`config.mk`:
```
export PLATFORM = sky130hd
export DESIGN_NAME = dot_operand_loader_flat
export DESIGN_NICKNAME = d
export VERILOG_FILES = /design/src/rtl/dot_pkg.sv /design/src/rtl/dot_operand_loader_if.sv /design/src/rtl/dot_selfcheck_acc.sv /design/src/rtl/dot_operand_loader.sv /design/src/flat_wrapper.sv
export SDC_FILE = /design/constraint.sdc
export NUM_CORES = 1
export LEC_CHECK = 0
export ABC_CLOCK_PERIOD_IN_PS = 2850
export BUFFER_PORTS_ARGS = -buffer_cell sky130_fd_sc_hd__buf_2
export CORE_MARGIN = 4
export CORE_UTILIZATION = 51
export DETAILED_ROUTE_END_ITERATION = 7
export PLACE_DENSITY = 0.81
export SLEW_MARGIN = 30
export SYNTH_ARGS = -nofsm -noshare
export SYNTH_HDL_FRONTEND = slang
export SYNTH_SLANG_ARGS = --single-unit
export TNS_END_PERCENT = 1
```
`constraint.sdc`:
```
create_clock -name clk -period 2.85 [get_ports clk]
set_input_delay 0.285 -clock clk [delete_from_list [all_inputs] [get_ports clk]]
set_output_delay 0.285 -clock clk [all_outputs]
set_load 0.01 [all_outputs]
```
`src/rtl/dot_pkg.sv`:
```
// -----------------------------------------------------------------------------
// dot_pkg
// Shared constants and state encoding for the dot-product operand loader.
//   DOT_N  : operand pairs per frame
//   DOT_W  : operand width
//   DOT_PW : result width
//   dot_state_e : loader FSM states (LOAD, SETTLE, HOLD)
// -----------------------------------------------------------------------------
package dot_pkg;

    localparam int DOT_N  = 10;
    localparam int DOT_W  = 4;
    localparam int DOT_PW = 16;

    typedef enum logic [1:0] {
        LOAD   = 2'd0,
        SETTLE = 2'd1,
        HOLD   = 2'd2
    } dot_state_e;

endpackage

```
`src/rtl/dot_operand_loader_if.sv`:
```
// -----------------------------------------------------------------------------
// dot_operand_loader_if
// Bundles the operand stream, the parallel operand buses, the dot-product
// result input and the result stream of dot_operand_loader.
//   in_valid/in_ready/in_x/in_y       : operand beat stream
//   x_bus/y_bus                       : parallel operands, slot k at [k*W +: W]
//   p_in                              : P from the dot-product unit
//   res_valid/res_ready/res_data/res_err : result stream
// Modports:
//   slave  : the loader
//   master : the environment (operand source, dot-product unit, result sink)
// -----------------------------------------------------------------------------
interface dot_operand_loader_if
    import dot_pkg::*;
#(
    parameter int N  = DOT_N,
    parameter int W  = DOT_W,
    parameter int PW = DOT_PW
);
    logic            in_valid;
    logic            in_ready;
    logic [W-1:0]    in_x;
    logic [W-1:0]    in_y;
    logic [N*W-1:0]  x_bus;
    logic [N*W-1:0]  y_bus;
    logic [PW-1:0]   p_in;
    logic            res_valid;
    logic            res_ready;
    logic [PW-1:0]   res_data;
    logic            res_err;

    modport slave (
        input  in_valid, in_x, in_y, p_in, res_ready,
        output in_ready, x_bus, y_bus, res_valid, res_data, res_err
    );

    modport master (
        output in_valid, in_x, in_y, p_in, res_ready,
        input  in_ready, x_bus, y_bus, res_valid, res_data, res_err
    );

endinterface

```
`src/rtl/dot_selfcheck_acc.sv`:
```
// -----------------------------------------------------------------------------
// dot_selfcheck_acc
// Running sum of x*y over the accepted beats of a frame, compared against the
// P value returned by the dot-product unit.
//   clk, rst  : clock, synchronous active-high reset
//   beat      : an operand beat is accepted this cycle
//   first     : the accepted beat is slot 0 of a frame
//   x, y      : operands of the beat
//   p_in      : P from the dot-product unit
//   mismatch  : p_in differs from the accumulated sum
// -----------------------------------------------------------------------------
module dot_selfcheck_acc
    import dot_pkg::*;
#(
    parameter int W  = DOT_W,
    parameter int PW = DOT_PW
) (
    input  logic          clk,
    input  logic          rst,
    input  logic          beat,
    input  logic          first,
    input  logic [W-1:0]  x,
    input  logic [W-1:0]  y,
    input  logic [PW-1:0] p_in,
    output logic          mismatch
);

    logic [PW-1:0] acc;
    logic [PW-1:0] prod;

    assign prod = PW'(x) * PW'(y);

    always_ff @(posedge clk) begin
        if (rst) begin
            acc <= '0;
        end else if (beat) begin
            // the first beat restarts the sum rather than clearing a cycle early
            acc <= first ? prod : acc + prod;
        end
    end

    assign mismatch = (p_in != acc);

endmodule

```
`src/rtl/dot_operand_loader.sv`:
```
// -----------------------------------------------------------------------------
// dot_operand_loader
// Collects N (x, y) operand beats into the parallel X/Y buses of the 10-term
// dot-product unit, holds them stable for LAT cycles, captures P and offers it
// on a valid/ready result port.
//   clk, rst : clock, synchronous active-high reset
//   bus      : dot_operand_loader_if.slave (operand stream, buses, p_in,
//              result stream)
// Build option: DOT_LOADER_SELFCHECK_EN adds an accumulator that recomputes
// the dot product and flags res_err when p_in disagrees; otherwise res_err = 0.
//
// state  | meaning
// LOAD   | accepting operand beats into slot cnt
// SETTLE | buses frozen, counting LAT cycles for the unit to settle
// HOLD   | result presented until res_ready
// -----------------------------------------------------------------------------
module dot_operand_loader
    import dot_pkg::*;
#(
    parameter int N   = DOT_N,
    parameter int W   = DOT_W,
    parameter int PW  = DOT_PW,
    parameter int LAT = 2
) (
    input  logic              clk,
    input  logic              rst,
    dot_operand_loader_if.slave bus
);

    localparam logic [1:0] ST_LOAD   = LOAD;
    localparam logic [1:0] ST_SETTLE = SETTLE;
    localparam logic [1:0] ST_HOLD   = HOLD;

    localparam int CW = (N   > 1) ? $clog2(N)   : 1;
    localparam int WW = (LAT > 1) ? $clog2(LAT) : 1;

    logic [1:0]      state;
    logic [CW-1:0]   cnt;
    logic [WW-1:0]   wait_cnt;
    logic [N*W-1:0]  x_q;
    logic [N*W-1:0]  y_q;
    logic [PW-1:0]   res_data_q;
    logic            beat;
    logic            capture;

    assign beat    = (state == ST_LOAD) && bus.in_valid;
    assign capture = (state == ST_SETTLE) && (wait_cnt == WW'(LAT - 1));

    always_ff @(posedge clk) begin
        if (rst) begin
            state      <= ST_LOAD;
            cnt        <= '0;
            wait_cnt   <= '0;
            x_q        <= '0;
            y_q        <= '0;
            res_data_q <= '0;
        end else begin
            case (state)
                ST_LOAD: begin
                    if (bus.in_valid) begin
                        x_q[int'(cnt)*W +: W] <= bus.in_x;
                        y_q[int'(cnt)*W +: W] <= bus.in_y;
                        if (cnt == CW'(N - 1)) begin
                            cnt      <= '0;
                            wait_cnt <= '0;
                            state    <= ST_SETTLE;
                        end else begin
                            cnt <= cnt + CW'(1);
                        end
                    end
                end
                ST_SETTLE: begin
                    wait_cnt <= wait_cnt + WW'(1);
                    if (capture) begin
                        res_data_q <= bus.p_in;
                        state      <= ST_HOLD;
                    end
                end
                ST_HOLD: begin
                    if (bus.res_ready) begin
                        state <= ST_LOAD;
                    end
                end
                default: state <= ST_LOAD;
            endcase
        end
    end

    assign bus.in_ready  = (state == ST_LOAD);
    assign bus.res_valid = (state == ST_HOLD);
    assign bus.res_data  = res_data_q;
    assign bus.x_bus     = x_q;
    assign bus.y_bus     = y_q;

`ifdef DOT_LOADER_SELFCHECK_EN
    logic mismatch;
    logic res_err_q;

    dot_selfcheck_acc #(
        .W  (W),
        .PW (PW)
    ) u_selfcheck (
        .clk      (clk),
        .rst      (rst),
        .beat     (beat),
        .first    (cnt == '0),
        .x        (bus.in_x),
        .y        (bus.in_y),
        .p_in     (bus.p_in),
        .mismatch (mismatch)
    );

    always_ff @(posedge clk) begin
        if (rst) begin
            res_err_q <= 1'b0;
        end else if (capture) begin
            res_err_q <= mismatch;
        end
    end

    assign bus.res_err = res_err_q;
`else
    logic unused_beat;
    assign unused_beat = beat;
    assign bus.res_err = 1'b0;
`endif

endmodule

```
`src/flat_wrapper.sv`:
```
// flat-port wrapper written by rule: the top's interface ports become plain ports
module dot_operand_loader_flat import dot_pkg::*;
#(
    parameter int N   = DOT_N,
    parameter int W   = DOT_W,
    parameter int PW  = DOT_PW,
    parameter int LAT = 2
)
  (clk, rst, bus_in_valid, bus_in_x, bus_in_y, bus_p_in, bus_res_ready, bus_in_ready, bus_x_bus, bus_y_bus, bus_res_valid, bus_res_data, bus_res_err);
  dot_operand_loader_if #(.N(N), .W(W), .PW(PW)) bus_i ();
  input  logic clk;
  input  logic rst;
  input wire logic [$bits(bus_i.in_valid)-1:0] bus_in_valid;
  input wire logic [$bits(bus_i.in_x)-1:0] bus_in_x;
  input wire logic [$bits(bus_i.in_y)-1:0] bus_in_y;
  input wire logic [$bits(bus_i.p_in)-1:0] bus_p_in;
  input wire logic [$bits(bus_i.res_ready)-1:0] bus_res_ready;
  output wire logic [$bits(bus_i.in_ready)-1:0] bus_in_ready;
  output wire logic [$bits(bus_i.x_bus)-1:0] bus_x_bus;
  output wire logic [$bits(bus_i.y_bus)-1:0] bus_y_bus;
  output wire logic [$bits(bus_i.res_valid)-1:0] bus_res_valid;
  output wire logic [$bits(bus_i.res_data)-1:0] bus_res_data;
  output wire logic [$bits(bus_i.res_err)-1:0] bus_res_err;
  assign bus_i.in_valid = bus_in_valid;
  assign bus_i.in_x = bus_in_x;
  assign bus_i.in_y = bus_in_y;
  assign bus_i.p_in = bus_p_in;
  assign bus_i.res_ready = bus_res_ready;
  assign bus_in_ready = bus_i.in_ready;
  assign bus_x_bus = bus_i.x_bus;
  assign bus_y_bus = bus_i.y_bus;
  assign bus_res_valid = bus_i.res_valid;
  assign bus_res_data = bus_i.res_data;
  assign bus_res_err = bus_i.res_err;
  dot_operand_loader #(.N(N), .W(W), .PW(PW), .LAT(LAT)) u_core (.clk(clk), .rst(rst), .bus(bus_i));
endmodule
```
Yosys cells after proc, flatten, opt, wreduce, memory -nomap -nowiden

Index checks and enable logic that the tools add are counted.

Reduce and logical (&&, ||, !) cells: 7
Equality and inequality tests: 7
Mux-type cells: 11
Shift operators: 3
Add/sub/neg operators: 3

Operator list:

| kind                      | number |
|---|---|
| $bwmux W40                | 2 |
| $shiftx A4 B33 Y40        | 2 |
| $shift A4 B33 Y40 const A | 1 |
| $neg A6 Y33               | 1 |
| $mux W2                   | 4 |
| $pmux W2 S3               | 1 |
| $add A4 B1 Y4 const B     | 1 |
| $eq A4 B4 Y1 const B      | 1 |
| $mux W4                   | 1 |
| $ne A2 B1 Y1 const B      | 2 |
| $ne A2 B2 Y1 const B      | 2 |
| $reduce_and A2 Y1         | 2 |
| $reduce_and A4 Y1         | 1 |
| $reduce_and A3 Y1         | 1 |
| $eq A2 B1 Y1 const B      | 1 |
| $eq A2 B2 Y1 const B      | 1 |
| $logic_not A2 Y1          | 1 |
| $mux W1                   | 2 |
| $pmux W1 S2               | 1 |
| $reduce_bool A2 Y1        | 1 |
| $add A1 B1 Y1 const B     | 1 |
| $logic_and A1 B1 Y1       | 1 |

Logic and storage cells: 37
Output and inout bits: 99
Input port bits: 28
Bits in registers: 103

Depth between registers and ports, before layout

Gate-level depths: netlist (run 1).

Depth in word-level cells: 4
Depth in mapped cells: 10
Depth with buffers taken out: 6

Least setup slack after synthesis (run 1)

No wires, ideal clock.

Path kind: reg2reg
Start point: reg u_core.cnt[0]
End point: reg u_core.x_q[19] (netlist: u_core.bus.x_bus[19])
Clock period less this slack: 2252 ps
Setup time: 69 ps
Slack: 598 ps
Cell stages (with the launch flop): 9
Path buffers: 2
Data required time: 2781 ps
Arrival time: 2183 ps
Cells stage by stage: dfxtp_1 buf_6 inv_1 ha_1 or4b_4 a2111oi_4 buf_6 nand3_1 o21ai_1

Word-level cells in the longest chain between the ends: 3
Elaborated cells between the ends (all ways): 4
Classes of those cells: 1 x add/sub; 2 x shift; 1 x mux

RTL lines:

| element                                                 | line                     | source |
|---|---|---|
| start, declared                                         | dot_operand_loader.sv:38 | `logic [CW-1:0] cnt;` |
| start signal, assigned                                  | dot_operand_loader.sv:68 | `cnt <= cnt + CW'(1);` |
| $neg A6 Y33 *                                           | dot_operand_loader.sv:61 | `x_q[int'(cnt)*W +: W] <= bus.in_x;` |
| $shiftx A4 B33 Y40 or $shift A4 B33 Y40 (tied branches) | dot_operand_loader.sv:61 |  |
| $bwmux W40 *                                            | dot_operand_loader.sv:61 |  |
| end signal, assigned by index                           | dot_operand_loader.sv:61 |  |
| end, declared                                           | dot_operand_loader.sv:40 | `logic [N*W-1:0] x_q;` |

Mark *: on every way between the ends. The rest lies on a longest branch, timed or not.
A chain may end at the register's enable or synchronous reset.

Final worst setup path (run 1)

Start point: reg u_core.cnt[0]
End point: reg u_core.x_q[34] (netlist: u_core.bus.x_bus[34])

The elaborated chain is that of the path after synthesis.

==> results of run 1 <==
## layout by cell type (no fill, tap or decap), types with 2 or more instances in the layout
cell type	instances
nor3_1	5
nand3_1	47
dfxtp_1	103
clkinv_4	2
a21oi_1	50
xnor2_1	2
buf_4	10
nand4_1	4
nor3b_1	2
clkbuf_8	10
o31ai_1	2
xor2_1	2
o21ai_1	9
nand2b_1	27
a211oi_2	2
a211o_1	3
inv_1	12
o21ai_0	39
nor2_1	5
nand2_1	79
ha_1	6
nor2b_1	4
or3_1	11
nand3b_1	27
buf_2	125
## how the worst max path moves through the flow
stage	startpoint	end	slack (ps)	depth (start not counted)
floorplan	u_core.cnt[0]	u_core.bus.x_bus[19]	600	8
global placement	u_core.cnt[0]	u_core.bus.x_bus[33]	420	6
detailed placement	u_core.cnt[0]	u_core.bus.x_bus[34]	270	6
CTS	u_core.cnt[0]	u_core.bus.x_bus[34]	250	6
global route	u_core.cnt[0]	u_core.bus.x_bus[34]	40	6
finish	u_core.cnt[0]	u_core.bus.x_bus[34]	200	6
## stage by stage
step / worst slack, ps / util [%] / instances / power, uW / cell area, um2
after floorplan: 598 / - / 492 / 1600 / 4200
after global placement: 418 / 61.8 / 692 / 1660 / 4850
after detailed placement: 269 / 61.8 / 692 / 1660 / 4850
after CTS: 251 / 64.4 / 708 / 2600 / 5060
after global routing: 43.2 / 64.4 / 708 / 2670 / 5060
final: 201 / 64.4 / 708 / 2580 / 5060
## power by group
| group | switching (uW) | total (uW) | leakage (uW) | internal (uW) |
|---|---|---|---|---|
| Sequential | 8.31 | 1450 | 0.000830 | 1440 |
| Clock | 514 | 949 | 0.000103 | 435 |
| Combinational | 118 | 181 | 0.00113 | 63.5 |
| Total | 640 | 2580 | 0.00206 | 1940 |
## sequential cells by signal (all words and copies together), names as in the netlist
register,flops
u_core.state,2
u_core.cnt,4
u_core.bus.y_bus,40
u_core.bus.res_data,16
u_core.wait_cnt,1
u_core.bus.x_bus,40
## cell families after synthesis
logic type                 share of synthesized area (%)
muxes                                              0.268
adders and majority gates                           1.79
other                                             0.0893
AOI/OAI and AO/OA                                   14.8
xor gates and xnor gates                           0.834
DFF                                                 49.1
buffers and inverters                               5.33
and+or+nand+nor                                     27.8
## final cells by class
cell class / count / area share [%]
clock buffer: 10 / 2.72
clock inverter: 6 / 1.36
inverter: 12 / 0.891
multi-input combinational: 340 / 37.9
sequential: 103 / 40.8
tap: 102 / 2.52
timing repair buffer: 135 / 13.9
## worst min-delay path, stage by stage
cell and delay [ps]:
buf_2 90, nand2_1 40, a21oi_1 50
## layer usage
metal	up-vias	wire length, um
met5	-	0
met3	17	762
met2	121	5200
li1	1890	-
met4	0	183
met1	1781	4790
==> impl_metrics.env, run 1 <==
export IMPL_yosys_cell_count_top_type="dfxtp_1"
export IMPL_worst_r2r_path_depth=6
export IMPL_wire_per_inst_um=15.4
export IMPL_hold_buffers=0
export IMPL_fin_nets=635
export IMPL_outcome="finished clean"
export IMPL_cts_tree="done"
export IMPL_leakage_uw=0.00206
export IMPL_worst_slew_pin_transition_ps=669
export IMPL_core_area_um2=7850
export IMPL_antennaDiodeCount=0
export IMPL_fp_dieW_um=98.8
export IMPL_htreeDepth=3
export IMPL_antenna_found_initial=0
export IMPL_overflow=0
export IMPL_cts_root_buffer="clkbuf_8"
export IMPL_worstHoldPathCells=3
export IMPL_syn_nets=526
export IMPL_whs_endpoint="u_core.bus.res_data[3]"
export IMPL_synth_edf_count=0
export IMPL_die_area_um2=9750
export IMPL_grt_met1_usage_pct=28.1
export IMPL_register_area_um2=2060
export IMPL_cts_sinks=103
export IMPL_clk_pin_slew_ps=100
export IMPL_setup_viol=0
export IMPL_syn_to_final_growth_pct=20.4
export IMPL_holdCritPathClass="input pin to flip-flop"
export IMPL_fin_skew_ps=12.4
export IMPL_p_per_area_nw_per_um2=511
export IMPL_rrSetupSlack_ps=200
export IMPL_syn_area_per_cell_um2=8.54
export IMPL_max_freq_mhz=378
export IMPL_yosysWarnings=0
export IMPL_startpoint_type="flip-flop"
export IMPL_rr_startpoint="u_core.cnt[0]"
export IMPL_drt_first_pass_iters=5
export IMPL_grt_util_met3_pct=6.16
export IMPL_fillers=696
export IMPL_arrival_ps=2920
export IMPL_dpl_hpwl_mm=7.40
export IMPL_gp_congestion=0.908
export IMPL_antenna_left=0
export IMPL_syn_cell_area_um2=4200
export IMPL_synthTopCellsByCount="dfxtp_1, nand2_1, a21oi_1"
export IMPL_use_met2_pct=36.7
export IMPL_grt_pass1_wl_mm=17.8
export IMPL_slowest_stage="dfxtp_1"
export IMPL_grt_pass1_vias=3706
export IMPL_synth_distinct_cells=39
export IMPL_multi_input_area_um2=1910
export IMPL_max_slew_margin_pct=55.4
export IMPL_clk_latency_ps=370
export IMPL_cp_max_fo=11
export IMPL_worstSetupPathType="flip-flop to flip-flop"
export IMPL_finalCritPeriodShare_pct=92.9
export IMPL_synthTopCellsByArea="dfxtp_1, nand2_1, a21oi_1, nand3_1, nand3b_1"
export IMPL_viasPerCell=5.38
export IMPL_critPathMaxStageDelay_ps=590
export IMPL_vias=3809
export IMPL_worstPathRequired_ps=3120
export IMPL_ir_drop_mv=0.252
export IMPL_hp_start="bus_p_in[3]"
export IMPL_drive_gt1_share_pct=26.7
export IMPL_grt_usage_pct=22.2
export IMPL_regToRegEndpoint="u_core.bus.x_bus[34]"
export IMPL_totalWireLength_mm=10.9
export IMPL_crit_path_end_kind="flip-flop"
export IMPL_cts_max_path_buffers=2
export IMPL_period_needed_ps=2650
export IMPL_yosys_area_top_type="dfxtp_1"
export IMPL_slew_viol_final=0
export IMPL_numPortBuffers=125
export IMPL_hold_viol_final=0
export IMPL_drc=0
export IMPL_cp_num_buf_inv=1
export IMPL_die_h_um=98.8
export IMPL_synth_seq_area_share_pct=49.1
export IMPL_pin_count=127
export IMPL_ys_ff_latch=103
export IMPL_cts_resized=0
export IMPL_grt_busiest_layer="met2"
export IMPL_rows=32
export IMPL_synth_top_cell_area_share_pct=49.1
export IMPL_netlist_instances=492
export IMPL_postCtsSetupBuffers=0
export IMPL_first_iter_violations=270
export IMPL_rsz0062_at_grt="no"
export IMPL_finalSetupTns_ps=0
export IMPL_crit_chain="inv_1 -> ha_1 -> or4b_4 -> a211oi_4 -> nand4_1 -> o31ai_1"
export IMPL_critPathTopFamily="simple AND/OR/NAND/NOR gates"
export IMPL_grt_max_degree=83
export IMPL_max_cap_violations=0
export IMPL_hold_worst_slack_ps=139
export IMPL_numCtsBuffers=9
export IMPL_async_flop_share_pct=0
export IMPL_initial_core_util_pct=53.5
export IMPL_synth_ff_type="dfxtp_1"
Power figures use the tool's default switching activity.
==> run 2, diff against run 1 <==
Settings changed: PLACE_DENSITY 0.81 to default, PLACE_DENSITY_LB_ADDON from default to 0.15.
==> impl_metrics.env, run 2 (synthesized netlist as in run 1, its figures left out) <==
export IMPL_core_area_um2=7850
export IMPL_p_per_area_nw_per_um2=534
export IMPL_overflow=0
export IMPL_clk_pin_slew_ps=100
export IMPL_arrival_ps=2840
export IMPL_mostFrequentLayoutCells="buf_2, dfxtp_1, nand2_1, a21oi_1, nand3_1"
export IMPL_cts_resized=0
export IMPL_worstSetupPathType="flip-flop to flip-flop"
export IMPL_rows=32
export IMPL_cts_max_path_buffers=2
export IMPL_slew_viol_final=0
export IMPL_rsz0062_at_grt="no"
export IMPL_drt_first_pass_iters=4
export IMPL_max_cap_violations=0
export IMPL_fin_util_pct=65.0
export IMPL_setup_viol=0
export IMPL_grt_max_degree=43
export IMPL_whs_endpoint="u_core.bus.res_data[15]"
export IMPL_final_cells=709
export IMPL_syn_to_final_growth_pct=21.4
export IMPL_finalSetupTns_ps=0
export IMPL_hp_start="bus_p_in[15]"
export IMPL_holdCritPathClass="input pin to flip-flop"
export IMPL_gp_congestion=0.927
export IMPL_antenna_found_initial=0
export IMPL_hold_buffers=0
export IMPL_fp_dieW_um=98.8
export IMPL_drive_gt1_share_pct=26.9
export IMPL_place_ws_ps=321
export IMPL_totalWireLength_mm=10.7
export IMPL_cts_sinks=103
export IMPL_htreeDepth=3
export IMPL_worst_r2r_path_depth=6
export IMPL_initial_core_util_pct=53.5
export IMPL_grt_usage_pct=21.8
export IMPL_rr_startpoint="u_core.cnt[0]"
export IMPL_hold_viol_final=0
export IMPL_viasPerCell=5.34
export IMPL_leakage_uw=0.00209
export IMPL_vias=3784
export IMPL_regToRegEndpoint="u_core.bus.x_bus[34]"
export IMPL_fin_nets=636
export IMPL_crit_path_end_kind="flip-flop"
export IMPL_first_iter_violations=130
export IMPL_numPortBuffers=125
export IMPL_dpl_hpwl_mm=7.38
export IMPL_final_common_cell="buf_2"
export IMPL_max_freq_mhz=390
export IMPL_outcome="finished clean"
export IMPL_wire_per_inst_um=15.1
export IMPL_numCtsBuffers=9
export IMPL_drc=0
export IMPL_cts_root_buffer="clkbuf_8"
export IMPL_worst_slew_pin_transition_ps=544
export IMPL_grt_pass1_vias=3594
export IMPL_fin_skew_ps=9.23
export IMPL_max_slew_margin_pct=63.7
export IMPL_worstHoldPathCells=3
export IMPL_hold_worst_slack_ps=143
export IMPL_setup_ws_ps=283
export IMPL_cp_max_fo=11
export IMPL_cts_tree="done"
export IMPL_startpoint_type="flip-flop"
export IMPL_die_area_um2=9750
export IMPL_worstPathRequired_ps=3120
export IMPL_grt_pass1_wl_mm=17.5
export IMPL_antenna_left=0
export IMPL_postCtsSetupBuffers=0
export IMPL_clk_latency_ps=370
export IMPL_finalCritPeriodShare_pct=90.1
export IMPL_die_h_um=98.8
export IMPL_rrSetupSlack_ps=280
export IMPL_antennaDiodeCount=0
export IMPL_period_needed_ps=2570
export IMPL_ir_drop_mv=0.286
export IMPL_pin_count=127
export IMPL_placedCellCount=693
run 2: area by class of cell:
class | instances | area [um2]
Fill cell | 701 | 2750
Tap cell | 102 | 128
Timing Repair Buffer | 136 | 708
Sequential cell | 103 | 2060
Multi-Input combinational cell | 340 | 1910
Clock inverter | 7 | 120
Inverter | 12 | 45.0
Clock buffer | 9 | 124
run 2: how the worst max path moves through the flow:
stage                     cells past startpoint              endpoint           from  slack, ps
final                                         6  u_core.bus.x_bus[34]  u_core.cnt[0]        280
after global routing                          6  u_core.bus.x_bus[34]  u_core.cnt[0]        150
after CTS                                     6  u_core.bus.x_bus[34]  u_core.cnt[0]        300
after detailed placement                      6  u_core.bus.x_bus[34]  u_core.cnt[0]        320
after global placement                        6  u_core.bus.x_bus[33]  u_core.cnt[0]        450
after floorplan                               8  u_core.bus.x_bus[19]  u_core.cnt[0]        600
run 2: metal layers:
metal	wire, um	vias up	global-route usage [%]
met5	0	-	0
met4	146	0	8.51
met3	726	17	5.02
met2	5040	121	34.6
met1	4780	1750	28.7
li1	-	1896	-
run 2: critical path, cell delays in order (launching register included):
cell and delay (ps):
dfxtp_1 560, inv_1 200, ha_1 430, or4b_4 590, a211oi_4 320, nand4_1 170, o31ai_1 220
run 2: report_power, final:
part	switching, uW	internal (uW)	total, uW
Combinational	117	64.0	181
Sequential	8.07	1440	1450
Clock	505	586	1090
Total	630	2090	2720
run 2: metrics by stage:
stage | instance area [um2] | total power [uW]
3_5_place_dp | 4860 | 1660
2_1_floorplan | 4200 | 1600
4_1_cts | 5100 | 2740
6_report | 5100 | 2720
3_3_place_gp | 4860 | 1660
5_1_grt | 5100 | 2830
==> run 3, diff against run 2 <==
Settings changed: CORE_UTILIZATION 51 to 50, SYNTH_HIERARCHICAL from default to 1.
==> impl_metrics.env, run 3 <==
export IMPL_outcome="finished clean"
export IMPL_fin_area_um2=5180
export IMPL_synthTopCellsByArea="dfxtp_1, mux2i_1, nand3b_1, nand2b_1, nand2_1"
export IMPL_syn_to_final_growth_pct=21.6
export IMPL_hold_worst_slack_ps=138
export IMPL_multi_input_area_um2=2080
export IMPL_holdCritPathClass="input pin to flip-flop"
export IMPL_place_area_um2=4960
export IMPL_rows=33
export IMPL_synth_top_cell_area_share_pct=48.4
export IMPL_crit_chain="nor3_1 -> ha_1 -> nor2b_1 -> nand3_1 -> a21oi_2 -> mux2i_1"
export IMPL_fillers=751
export IMPL_synthTopCellsByCount="dfxtp_1, nand2_1, nand2b_1"
export IMPL_worstHoldPathCells=3
export IMPL_cts_max_path_buffers=2
export IMPL_slew_viol_final=0
export IMPL_mostFrequentLayoutCells="buf_2, dfxtp_1, nand2_1, nand2b_1, nand3b_1"
export IMPL_viasPerCell=5.40
export IMPL_rrSetupSlack_ps=230
export IMPL_finalSetupTns_ps=0
export IMPL_antennaDiodeCount=0
export IMPL_wire_per_inst_um=15.9
export IMPL_rsz0062_at_grt="no"
export IMPL_finalPower_uw=2610
export IMPL_postCtsSetupBuffers=0
export IMPL_vias=3674
export IMPL_cts_sinks=103
export IMPL_max_freq_mhz=382
export IMPL_antenna_left=0
export IMPL_grt_pass1_vias=3532
export IMPL_ir_drop_mv=0.337
export IMPL_overflow=0
export IMPL_fin_nets=603
export IMPL_yosys_area_top_type="dfxtp_1"
export IMPL_clk_latency_ps=370
export IMPL_synth_ff_type="dfxtp_1"
export IMPL_arrival_ps=2910
export IMPL_cts_tree="done"
export IMPL_drc=0
export IMPL_finalCritPeriodShare_pct=91.9
export IMPL_die_h_um=100
export IMPL_critPathTopFamily="simple AND/OR/NAND/NOR gates"
export IMPL_max_slew_margin_pct=41.3
export IMPL_cts_root_buffer="clkbuf_8"
export IMPL_worstSetupPathType="flip-flop to flip-flop"
export IMPL_die_area_um2=10100
export IMPL_dpl_hpwl_mm=7.50
export IMPL_final_common_cell="buf_2"
export IMPL_setup_ws_ps=232
export IMPL_initial_core_util_pct=51.6
export IMPL_startpoint_type="flip-flop"
export IMPL_first_iter_violations=183
export IMPL_fin_skew_ps=14.2
export IMPL_drive_gt1_share_pct=27.3
export IMPL_cp_max_fo=15
export IMPL_clk_pin_slew_ps=110
export IMPL_synth_distinct_cells=38
export IMPL_worstPathRequired_ps=3140
export IMPL_critPathMaxStageDelay_ps=600
export IMPL_async_flop_share_pct=0
export IMPL_register_area_um2=2060
export IMPL_ys_ff_latch=103
export IMPL_worst_slew_pin_transition_ps=874
export IMPL_core_area_um2=8260
export IMPL_yosysWarnings=6
export IMPL_yosys_cell_count_top_type="dfxtp_1"
export IMPL_grt_usage_pct=21.7
export IMPL_gp_congestion=0.812
export IMPL_max_cap_violations=0
export IMPL_syn_nets=488
export IMPL_leakage_uw=0.00226
export IMPL_worst_r2r_path_depth=6
export IMPL_syn_cell_area_um2=4260
export IMPL_drt_first_pass_iters=4
export IMPL_fp_dieW_um=100
export IMPL_slowest_stage="dfxtp_1"
export IMPL_htreeDepth=3
export IMPL_synth_seq_area_share_pct=48.4
export IMPL_place_ws_ps=272
export IMPL_numPortBuffers=125
export IMPL_totalWireLength_mm=10.8
export IMPL_antenna_found_initial=0
export IMPL_grt_max_degree=45
export IMPL_cp_depth=6
export IMPL_grt_pass1_wl_mm=17.5
export IMPL_crit_path_end_kind="flip-flop"
export IMPL_setup_viol=0
export IMPL_pin_count=127
export IMPL_cp_num_buf_inv=0
export IMPL_period_needed_ps=2620
export IMPL_syn_area_per_cell_um2=9.35
export IMPL_p_per_area_nw_per_um2=503
export IMPL_hold_buffers=0
export IMPL_synth_edf_count=0
export IMPL_cts_resized=0
export IMPL_hold_viol_final=0
export IMPL_numCtsBuffers=9
export IMPL_netlist_instances=456
## run 3: cell count changes after synthesis, sizes merged, moves of 6 or more
| cell | previous run | this run |
|---|---|---|
| mux2i | 0 | 40 |
| nor2 | 5 | 12 |
| nand2 | 79 | 61 |
| o31ai | 2 | 8 |
| nand3b | 27 | 41 |
| nand2b | 27 | 42 |
| or3 | 11 | 2 |
| o21ai | 48 | 33 |
| nand4b | 1 | 8 |
| nand3 | 47 | 10 |
| inv | 12 | 5 |
| a21oi | 50 | 21 |
## run 3: worst paths after layout
| kind | start | endpoint |
|---|---|---|
| worst min-delay path | bus_p_in[2] | u_core/bus.res_data[2] |
| worst max register to register | u_core/cnt[2] | u_core/bus.y_bus[19] |
| worst max-delay path | u_core/cnt[2] | u_core/bus.y_bus[19] |
| worst min register to register | u_core/bus.res_data[13] | u_core/bus.res_data[13] |
## run 3: worst reg2reg max path: stages (launching register included)
cell     delay, ps
dfxtp_1        600
nor3_1          90
ha_1           550
nor2b_1        420
nand3_1        150
a21oi_2        480
mux2i_1        260
## run 3: power breakdown
group	leakage [uW]	switching (uW)	internal, uW
logic	0.00132	115	70.3
registers	0.000830	7.20	1440
clock network	0.000105	526	444
total	0.00226	648	1960
## run 3: area by class of cell
type,instances,area share [%]
clock buffer,10,2.66
clock inverter,6,1.45
inverter,5,0.362
multi-input combinational,320,40.1
sequential,103,39.8
tap,105,2.53
timing repair buffer,132,13.1
## run 3: kinds of logic after synthesis
group	after synthesis	share of synthesized area, %
XOR/XNOR	1	0.205
adder cells (fa/ha/maj)	4	1.17
AO/OA/AOI/OAI	74	10.0
flip-flops	103	48.4
multiplexers	40	9.39
buffers and inverters	33	3.17
AND/OR/NAND/NOR	200	27.6
other	1	0.0880
## run 3: routing by layer
metal  GRT usage, %  vias up  wire length, um
met1           29.2     1744             4920
met4           6.32        0              106
li1               -     1807                -
met2           33.9      112             4980
met3           6.12       11              810
met5              0        -                0
## run 3: metrics by stage
stage,utilization (%),std cells
after floorplan,-,456
after global placement,60.1,665
after detailed placement,60.1,665
after CTS,62.7,681
after global routing,62.8,681
final,62.8,681
